**src/rtl/present_pkg.sv**
```systemverilog
// PRESENT cipher shared constants, state enum and bit permutation.
// Define PRESENT_KEY128_EN for the 128-bit key schedule (default is 80-bit).
package present_pkg;

`ifdef PRESENT_KEY128_EN
    localparam int KW = 128;
`else
    localparam int KW = 80;
`endif

    localparam int NUM_ROUNDS = 31;

    // Entry i lives in nibble i: S(0)=C ... S(F)=2.
    localparam logic [15:0][3:0] SBOX = 64'h21748FE3DA09B65C;

    typedef enum logic [1:0] {
        IDLE,
        RUN,
        DONE
    } state_e;

    function automatic logic [63:0] p_layer(input logic [63:0] x);
        logic [63:0] y;
        y = '0;
        for (int i = 0; i < 63; i++) begin
            y[(16 * i) % 63] = x[i];
        end
        y[63] = x[63];
        return y;
    endfunction

endpackage

```
**src/rtl/present_sbox.sv**
```systemverilog
// PRESENT 4-bit S-box lookup, purely combinational.
module present_sbox
    import present_pkg::*;
(
    input  logic [3:0] x_i,
    output logic [3:0] y_o
);

    assign y_o = SBOX[x_i];

endmodule

```
**src/rtl/present_round_engine.sv**
```systemverilog
// Iterative PRESENT encryptor: one round per clock, 31 rounds plus whitening.
// Define PRESENT_KEY128_EN for the 128-bit key schedule (default is 80-bit).
module present_round_engine
    import present_pkg::*;
(
    input  logic          clk,
    input  logic          n_reset,
    input  logic          in_valid,
    output logic          in_ready,
    input  logic [63:0]   plaintext,
    input  logic [KW-1:0] key,
    output logic          out_valid,
    input  logic          out_ready,
    output logic [63:0]   ciphertext,
    output logic          busy
);

    state_e        fsm_q, fsm_d;
    logic [63:0]   text_q, text_d;
    logic [KW-1:0] key_q, key_d;
    logic [4:0]    cnt_q, cnt_d;
    logic          en_q;

    logic [63:0]   sb_in, sb_out;
    logic [KW-1:0] krot, key_upd;
    logic [3:0]    ks_hi;

    assign sb_in = text_q ^ key_q[KW-1:KW-64];

    for (genvar g = 0; g < 16; g++) begin : g_sbox
        present_sbox u_sbox (
            .x_i (sb_in[4*g +: 4]),
            .y_o (sb_out[4*g +: 4])
        );
    end

    assign krot = {key_q[KW-62:0], key_q[KW-1:KW-61]};

    present_sbox u_ks_hi (
        .x_i (krot[KW-1:KW-4]),
        .y_o (ks_hi)
    );

`ifdef PRESENT_KEY128_EN
    logic [3:0] ks_lo;

    present_sbox u_ks_lo (
        .x_i (krot[123:120]),
        .y_o (ks_lo)
    );

    assign key_upd = {ks_hi, ks_lo, krot[119:67],
                      krot[66:62] ^ cnt_q, krot[61:0]};
`else
    assign key_upd = {ks_hi, krot[75:20],
                      krot[19:15] ^ cnt_q, krot[14:0]};
`endif

    always_ff @(posedge clk) begin
        if (!n_reset) begin
            fsm_q  <= IDLE;
            text_q <= '0;
            key_q  <= '0;
            cnt_q  <= '0;
            en_q   <= 1'b0;
        end else begin
            fsm_q  <= fsm_d;
            text_q <= text_d;
            key_q  <= key_d;
            cnt_q  <= cnt_d;
            en_q   <= 1'b1;
        end
    end

    always_comb begin
        fsm_d  = fsm_q;
        text_d = text_q;
        key_d  = key_q;
        cnt_d  = cnt_q;
        unique case (fsm_q)
            IDLE: begin
                if (in_valid && en_q) begin
                    text_d = plaintext;
                    key_d  = key;
                    cnt_d  = 5'd1;
                    fsm_d  = RUN;
                end
            end
            RUN: begin
                text_d = p_layer(sb_out);
                key_d  = key_upd;
                // Counter parks at the last round instead of wrapping.
                if (cnt_q == 5'(NUM_ROUNDS)) begin
                    fsm_d = DONE;
                end else begin
                    cnt_d = cnt_q + 5'd1;
                end
            end
            DONE: begin
                if (out_ready) begin
                    fsm_d = IDLE;
                end
            end
            default: fsm_d = IDLE;
        endcase
    end

    // Gated by n_reset so nothing looks valid while reset is held.
    assign in_ready   = n_reset && en_q && (fsm_q == IDLE);
    assign out_valid  = n_reset && (fsm_q == DONE);
    assign busy       = n_reset && (fsm_q == RUN || fsm_q == DONE);
    assign ciphertext = out_valid ? sb_in : 64'd0;

endmodule
```
**config.mk**
```make
export PLATFORM = sky130hd
export DESIGN_NAME = present_round_engine
export DESIGN_NICKNAME = d
export VERILOG_FILES = /design/src/rtl/present_pkg.sv /design/src/rtl/present_sbox.sv /design/src/rtl/present_round_engine.sv
export SDC_FILE = /design/constraint.sdc
export NUM_CORES = 1
export LEC_CHECK = 0
export ABC_AREA = 1
export CAP_MARGIN = 20
export CORE_MARGIN = 2
export CORE_UTILIZATION = 53
export DETAILED_ROUTE_END_ITERATION = 6
export GPL_ROUTABILITY_DRIVEN = 0
export HOLD_SLACK_MARGIN = 0.02
export PLACE_DENSITY = 0.92
export SLEW_MARGIN = 30
export SYNTH_ARGS = -nofsm -noshare
export SYNTH_HDL_FRONTEND = slang
export SYNTH_SLANG_ARGS = --single-unit
```
**constraint.sdc**
```tcl
create_clock -name clk -period 2.36 [get_ports clk]
set_input_delay 0.472 -clock clk [delete_from_list [all_inputs] [get_ports clk]]
set_output_delay 0.472 -clock clk [all_outputs]
set_load 0.03 [all_outputs]
```
## Word level (Yosys, flattened, before mapping)

Memory sizes are Yosys's and may differ from the RTL's. A register that Yosys moved wholly into a read port is not among the register bits.
Cells that the tools add are included.
W data, S select, Z words.

| storage, ports and cells | value |
|---|---|
| memories | 17 |
| output and inout bits | 67 |
| bits in read-only memories | 1088 |
| word-level logic and storage cells | 92 |
| register bits after elaboration | 152 |
| bits of input ports | 148 |

Memory list:

| name | depth | width | rd ports | clocked after memory_dff | write ports | line | source |
|---|---|---|---|---|---|---|---|
| (name not given) | 16 | 4 | 1 | 0 | 0 | present_sbox.sv:9 | `assign y_o = SBOX[x_i];` |
| (name not given) | 16 | 4 | 1 | 0 | 0 | present_sbox.sv:9 |  |
| (name not given) | 16 | 4 | 1 | 0 | 0 | present_sbox.sv:9 |  |
| (name not given) | 16 | 4 | 1 | 0 | 0 | present_sbox.sv:9 |  |
| (name not given) | 16 | 4 | 1 | 0 | 0 | present_sbox.sv:9 |  |
| (name not given) | 16 | 4 | 1 | 0 | 0 | present_sbox.sv:9 |  |
| 11 more memories | -- | -- | -- | -- | -- | -- |  |

| operators by class | value |
|---|---|
| equality and inequality tests | 7 |
| add/sub/neg operators | 1 |
| reductions and logical operators | 11 |
| magnitude comparators | 17 |
| muxes and demuxes | 32 |
| bitwise operators | 2 |

Operators by type and width:

| kind | count |
|---|---|
| $pmux W80 S2 | 1 |
| $mux W64 | 2 |
| $pmux W64 S2 | 1 |
| $lt A4 B5 Y1 const B | 17 |
| $mux W80 | 1 |
| $mux W4 | 19 |
| $xor A64 B64 Y64 | 1 |
| $mux W5 | 2 |
| $pmux W5 S2 | 1 |
| $ne A2 B2 Y1 const B | 4 |
| $mux W2 | 3 |
| $pmux W2 S3 | 1 |
| $reduce_and A3 Y1 | 2 |
| $add A5 B1 Y5 const B | 1 |
| $eq A5 B5 Y1 const B | 1 |
| $logic_and A1 B1 Y1 | 5 |
| $xor A5 B5 Y5 | 1 |
| $eq A2 B1 Y1 const B | 1 |
| $eq A2 B2 Y1 const B | 1 |
| $logic_not A2 Y1 | 1 |
| $reduce_and A2 Y1 | 1 |
| $reduce_bool A2 Y1 | 1 |
| $logic_or A1 B1 Y1 | 1 |
| $mux W1 | 1 |

## Logic depth before layout (Yosys ltp)

| depth | value |
|---|---|
| depth in word-level cells | 5 |
| gate-level depth with buffers | 16 |
| gate-level depth less buffers | 15 |

## Cells and area by module

From an unflattened synthesis, not the netlist that was laid out.

| second synthesis, totals | value |
|---|---|
| cell total of the unflattened synthesis | 2111 |
| area total of the unflattened synthesis | 12214.2 um2 |

By module, submodules not included:

| module | cells each | area an instance (um2) | times used | seq. area each (um2) |
|---|---|---|---|---|
| present_round_engine | 1416 | 8534.4 | 1 | 3042.9 |
| present_sbox (g_sbox[11].u_sbox ...) | 41 | 216.5 | 15 | 0.0 |
| present_sbox (g_sbox[0].u_sbox ...) | 40 | 216.5 | 2 | 0.0 |

## Least setup slack after synthesis

Ideal clock, no wire load.

| timing path | value |
|---|---|
| kind | flip-flop to flip-flop |
| start point | reg fsm_q[0] |
| end point | reg, netlist name ks_hi[0] |
| cell stages (with the launch flop) | 16 |
| clock period less this slack | 2.085 ns |
| setup time | 0.058 ns |
| required time | 2.302 ns |
| buffers on the path | 1 |
| arrival time | 2.027 ns |
| path slack | 0.275 ns |
| cell sequence | dfxtp_1 inv_1 ha_1 inv_2 nand2_2 nand2_4 buf_4 nand2_1 nand3_1 nand2_1 inv_1 ha_1 nand3b_1 nand2_1 nand2_1 nand2_1 |

RTL lines:

| what | line | source |
|---|---|---|
| start: declaration | present_round_engine.sv:18 | `state_e fsm_q, fsm_d;` |
| start signal: assignment | present_round_engine.sv:67 | `fsm_q <= fsm_d;` |

## Final worst setup path

| timing path | value |
|---|---|
| start point | reg fsm_q[0] |
| end point | out ciphertext[32] |

| between the ends | value |
|---|---|
| word-level cells in the longest chain between the ends | 3 |

Ends and longest elaborated chain:

| what | line | source |
|---|---|---|
| $eq A2 B2 Y1 | present_round_engine.sv:110 | `assign out_valid = n_reset && (fsm_q == DONE);` |
| $logic_and A1 B1 Y1 | present_round_engine.sv:110 |  |
| $mux W64 | present_round_engine.sv:112 | `assign ciphertext = out_valid ? sb_in : 64'd0;` |
| end: declaration | present_round_engine.sv:14 | `output logic [63:0] ciphertext,` |

Every way passes these cells.

==> impl_results.rst <==
.. list-table::
   :header-rows: 1

   * - Metric
     - Value
   * - Layout Utilization
     - just under 70%
   * - Final Routed Wirelength
     - around 39000 µm
   * - GRT overflow
     - 0
   * - Routed wire length per instance
     - about 18 µm
   * - Critical path capture point type
     - output port
   * - Distinct cell type count after synthesis
     - 29
   * - Synthesized area divided by synthesized cell count
     - approximately 6.4 µm²
   * - Proportion of synthesized chip area in sequential cells
     - between 20 and 30%
   * - Post-detailed-placement cell area
     - between 10000 and 15000 µm²
   * - Total power consumption of the routed design
     - approximately 22 mW
   * - Proportion of layout cells with a drive suffix above 1
     - under 10%
   * - Syn Nets
     - 1926
   * - Area growth from synthesis to final layout
     - 27.06%
   * - Synth top area cells
     - sky130_fd_sc_hd__dfxtp_1 (29%), sky130_fd_sc_hd__nand2_1 (16%), sky130_fd_sc_hd__ha_1 (11%)
   * - Count of non-filler cells in the finished layout
     - around 2200
   * - Diodes inserted
     - 0
   * - Hold Worst Slack
     - 0.2629 ns
   * - Slew at the pin with the worst max-slew slack
     - 0.7254 ns
   * - Antenna-violating nets left
     - 0
   * - Highest-delay cell along the critical path
     - sky130_fd_sc_hd__dfxtp_1
   * - CP peak stage delay
     - 0.38 ns
   * - Slew Limit Headroom
     - approximately half
   * - Static Leakage
     - approximately 6.3 nW
   * - Fin. Hold Viols
     - 0
   * - Peak supply drop
     - roughly 0.0011 V
   * - Iteration-0 DRC count of the detailed router
     - 1838
   * - Tcrit/Tclk final
     - a little under 100%
   * - CTS root buf
     - sky130_fd_sc_hd__clkbuf_16
   * - Worst min path class
     - in2reg
   * - Post-Syn Area
     - about 11000 µm²
   * - Violated checks
     - design-rule violations
   * - Estimated wirelength of the detail-placed design
     - about 28000 µm
   * - Wire length of the first global-routing pass
     - roughly 60000 µm
   * - Die Wd
     - about 150 µm
   * - Cell total after placement
     - around 2100
   * - Cell breakdown of the critical path
     - inv_1 > ha_1 > nand2_2 > buf_12 > nor2_1 > buf_4
   * - Number of nets in the finished design
     - about 2100
   * - Post-route cell area
     - ~14000 µm²
   * - Kind of critical path
     - reg2out
   * - Vias in the first global route
     - around 12000
   * - Number of synthesized flops with an enable pin
     - 0
   * - Initial antenna violation count
     - 0
   * - Worst Setup Start Kind
     - flip-flop
   * - Global-route total usage across every layer
     - 35.11%
   * - Setup-violating endpoint count in the final report
     - 0
   * - Total CTS buffers
     - 17
   * - Post-CTS setup repair buffer count
     - 0
   * - CTS Sinks
     - ~160
   * - Port Buffer Count
     - around 210
   * - Number of synthesized register bits
     - approximately 160
   * - Count of unresolved DRC violations after routing
     - 2
   * - Yosys top cell by area
     - sky130_fd_sc_hd__dfxtp_1
   * - CTS max path bufs
     - 2
   * - Number of H-tree levels
     - 4
   * - Outcome
     - finished, violations left
   * - Yosys warns
     - 0
   * - Peak Freq
     - 437.6 MHz
   * - Core Area
     - between 20000 and 25000 µm²
   * - Fill cells
     - ~1600
   * - Post-synthesis async set-or-reset flop share
     - 0%
   * - Number of primary I/O pins
     - 215
   * - Clock slew seen by the registers of the worst setup and hold paths
     - 0.07 ns
   * - Via-to-Cell Ratio
     - 5.816
   * - Power density over the cells
     - roughly 1600 nW/µm²
   * - Effective utilization at floorplan
     - between 50% and 60%
   * - Max-cap violation count
     - 0
   * - Die extent in y
     - ~150 µm
   * - Register Area
     - about 3100 µm²
   * - Most repeated cell in the gate-level netlist after synthesis
     - sky130_fd_sc_hd__nand2_1
   * - Via count of the routed design
     - around 13000
   * - Setup repair after global routing missed its margin
     - no
   * - Required time of the critical path
     - 1.89 ns
   * - Primary FF master, synth
     - sky130_fd_sc_hd__dfxtp_1
   * - Clock latency of the later-clocked register in the worst-skew pair
     - 0.45 ns
   * - Post-route clock skew
     - about 0.014 ns
   * - Data arrival time of the worst path
     - between 1.5 and 2 ns
   * - Footprint of the multi-input gates
     - between 6000 and 7000 µm²
   * - Slack of the critical path
     - ~0.075 ns
   * - Worst Setup Slack post-DPL
     - -0.01586 ns
   * - Yosys top cell area share
     - 29.06%
   * - Standard-cell row count
     - 52
   * - Max-slew violation count
     - 0
   * - Number of iterations in the first detailed-routing pass
     - 7
   * - Die footprint
     - 21430 µm²
   * - Cts hold-fix bufs
     - 0
   * - Setup_tns
     - 0 ns
   * - Highest fanout seen on the critical path
     - 44
   * - Post-layout minimum cycle time
     - ~2.3 ns
   * - Clock tree from TritonCTS
     - built
   * - Number of instances in the synthesized netlist
     - approximately 1700
   * - Top cells by instance count after synthesis
     - sky130_fd_sc_hd__nand2_1 (445), sky130_fd_sc_hd__nor2_1 (258), sky130_fd_sc_hd__inv_1 (160), sky130_fd_sc_hd__dfxtp_1 (156), sky130_fd_sc_hd__nand3_1 (156)
   * - Maximum number of pins on one net before global-route repair
     - between 70 and 80
==> sequential cells by signal (all words and copies together) (netlist names) <==
signal,cells
cnt_q,5
fsm_q,2
en_q,1
key_q,80
text_q,64
ks_hi,4
==> path summary, 6_finish.rpt <==
kind,from,to,slack [ns],cells past startpoint
worst max-delay path,fsm_q[0],ciphertext[32],0.07,6
worst min-delay path,n_reset,en_q,0.26,1
worst max register to register,text_q[32],text_q[56],0.13,8
worst min register to register,text_q[59],text_q[59],0.48,2
==> worst max-delay path, delay by kind of cell, from the launching register on <==
| kind | cells | cell delay (ns) |
|---|---|---|
| DFF | 1 | 0.38 |
| and+or+nand+nor | 2 | 0.20 |
| adders and majority gates | 1 | 0.24 |
| buffers and inverters | 3 | 0.53 |
==> logic make-up after synthesis <==
kind of cell / share of synthesized area [%]
AND/OR/NAND/NOR: 35.24
buffers and inverters: 9.269
AO/OA/AOI/OAI: 11.40
flip-flops: 29.06
adder cells (fa/ha/maj): 10.71
XOR/XNOR: 4.320
==> layer usage <==
metal | up-vias | GRT usage, % | part of all wire, %
met5 | - | 0 | 0
met4 | 0 | 21.89 | 7.4
met3 | 207 | 8.875 | 13
met2 | 995 | 54.95 | 43
met1 | 5610 | 43.38 | 36
li1 | 5773 | - | -
==> layout make-up <==
class | count | area share [%]
flip-flops and latches | 156 | 22.87
clock inverters | 15 | 1.466
multi-input cells | 1292 | 48.70
clock buffers | 17 | 3.116
repair buffers | 249 | 16.83
inverters | 165 | 4.536
well taps | 270 | 2.474
==> cells in the final DEF, fill, tap and decap left out, drive strengths merged <==
cell type      Yosys  layout
a211oi            17      17
a21oi             67      67
a31oi             15      15
buf               39     103
bufinv             0       2
clkbuf            34      17
clkdlybuf4s50      0     146
clkinv             0       5
dfxtp            156     156
ha                92      92
inv              165     173
nand2            449     449
nand3            156     156
nand3b             1       1
nand4              2       2
nor2             259     259
nor3              60      60
o211ai            19      19
o21ai            101     101
o221ai             1       1
xnor2             48      48
xor2               5       5
==> where the power goes <==
group	switching (mW)	leakage (nW)	internal [mW]
registers	1.25	1.29	3.74
clock network	1.30	0.307	1.62
logic	9.27	4.74	4.67
total	11.8	6.33	10.0
==> repair_timing <==
item / CTS / global route
gates resized for setup: 0 / 4
setup endpoints to repair: 0 / 20
endpoints found under the hold margin: 0 / 0
Power figures use the tool's default switching activity.
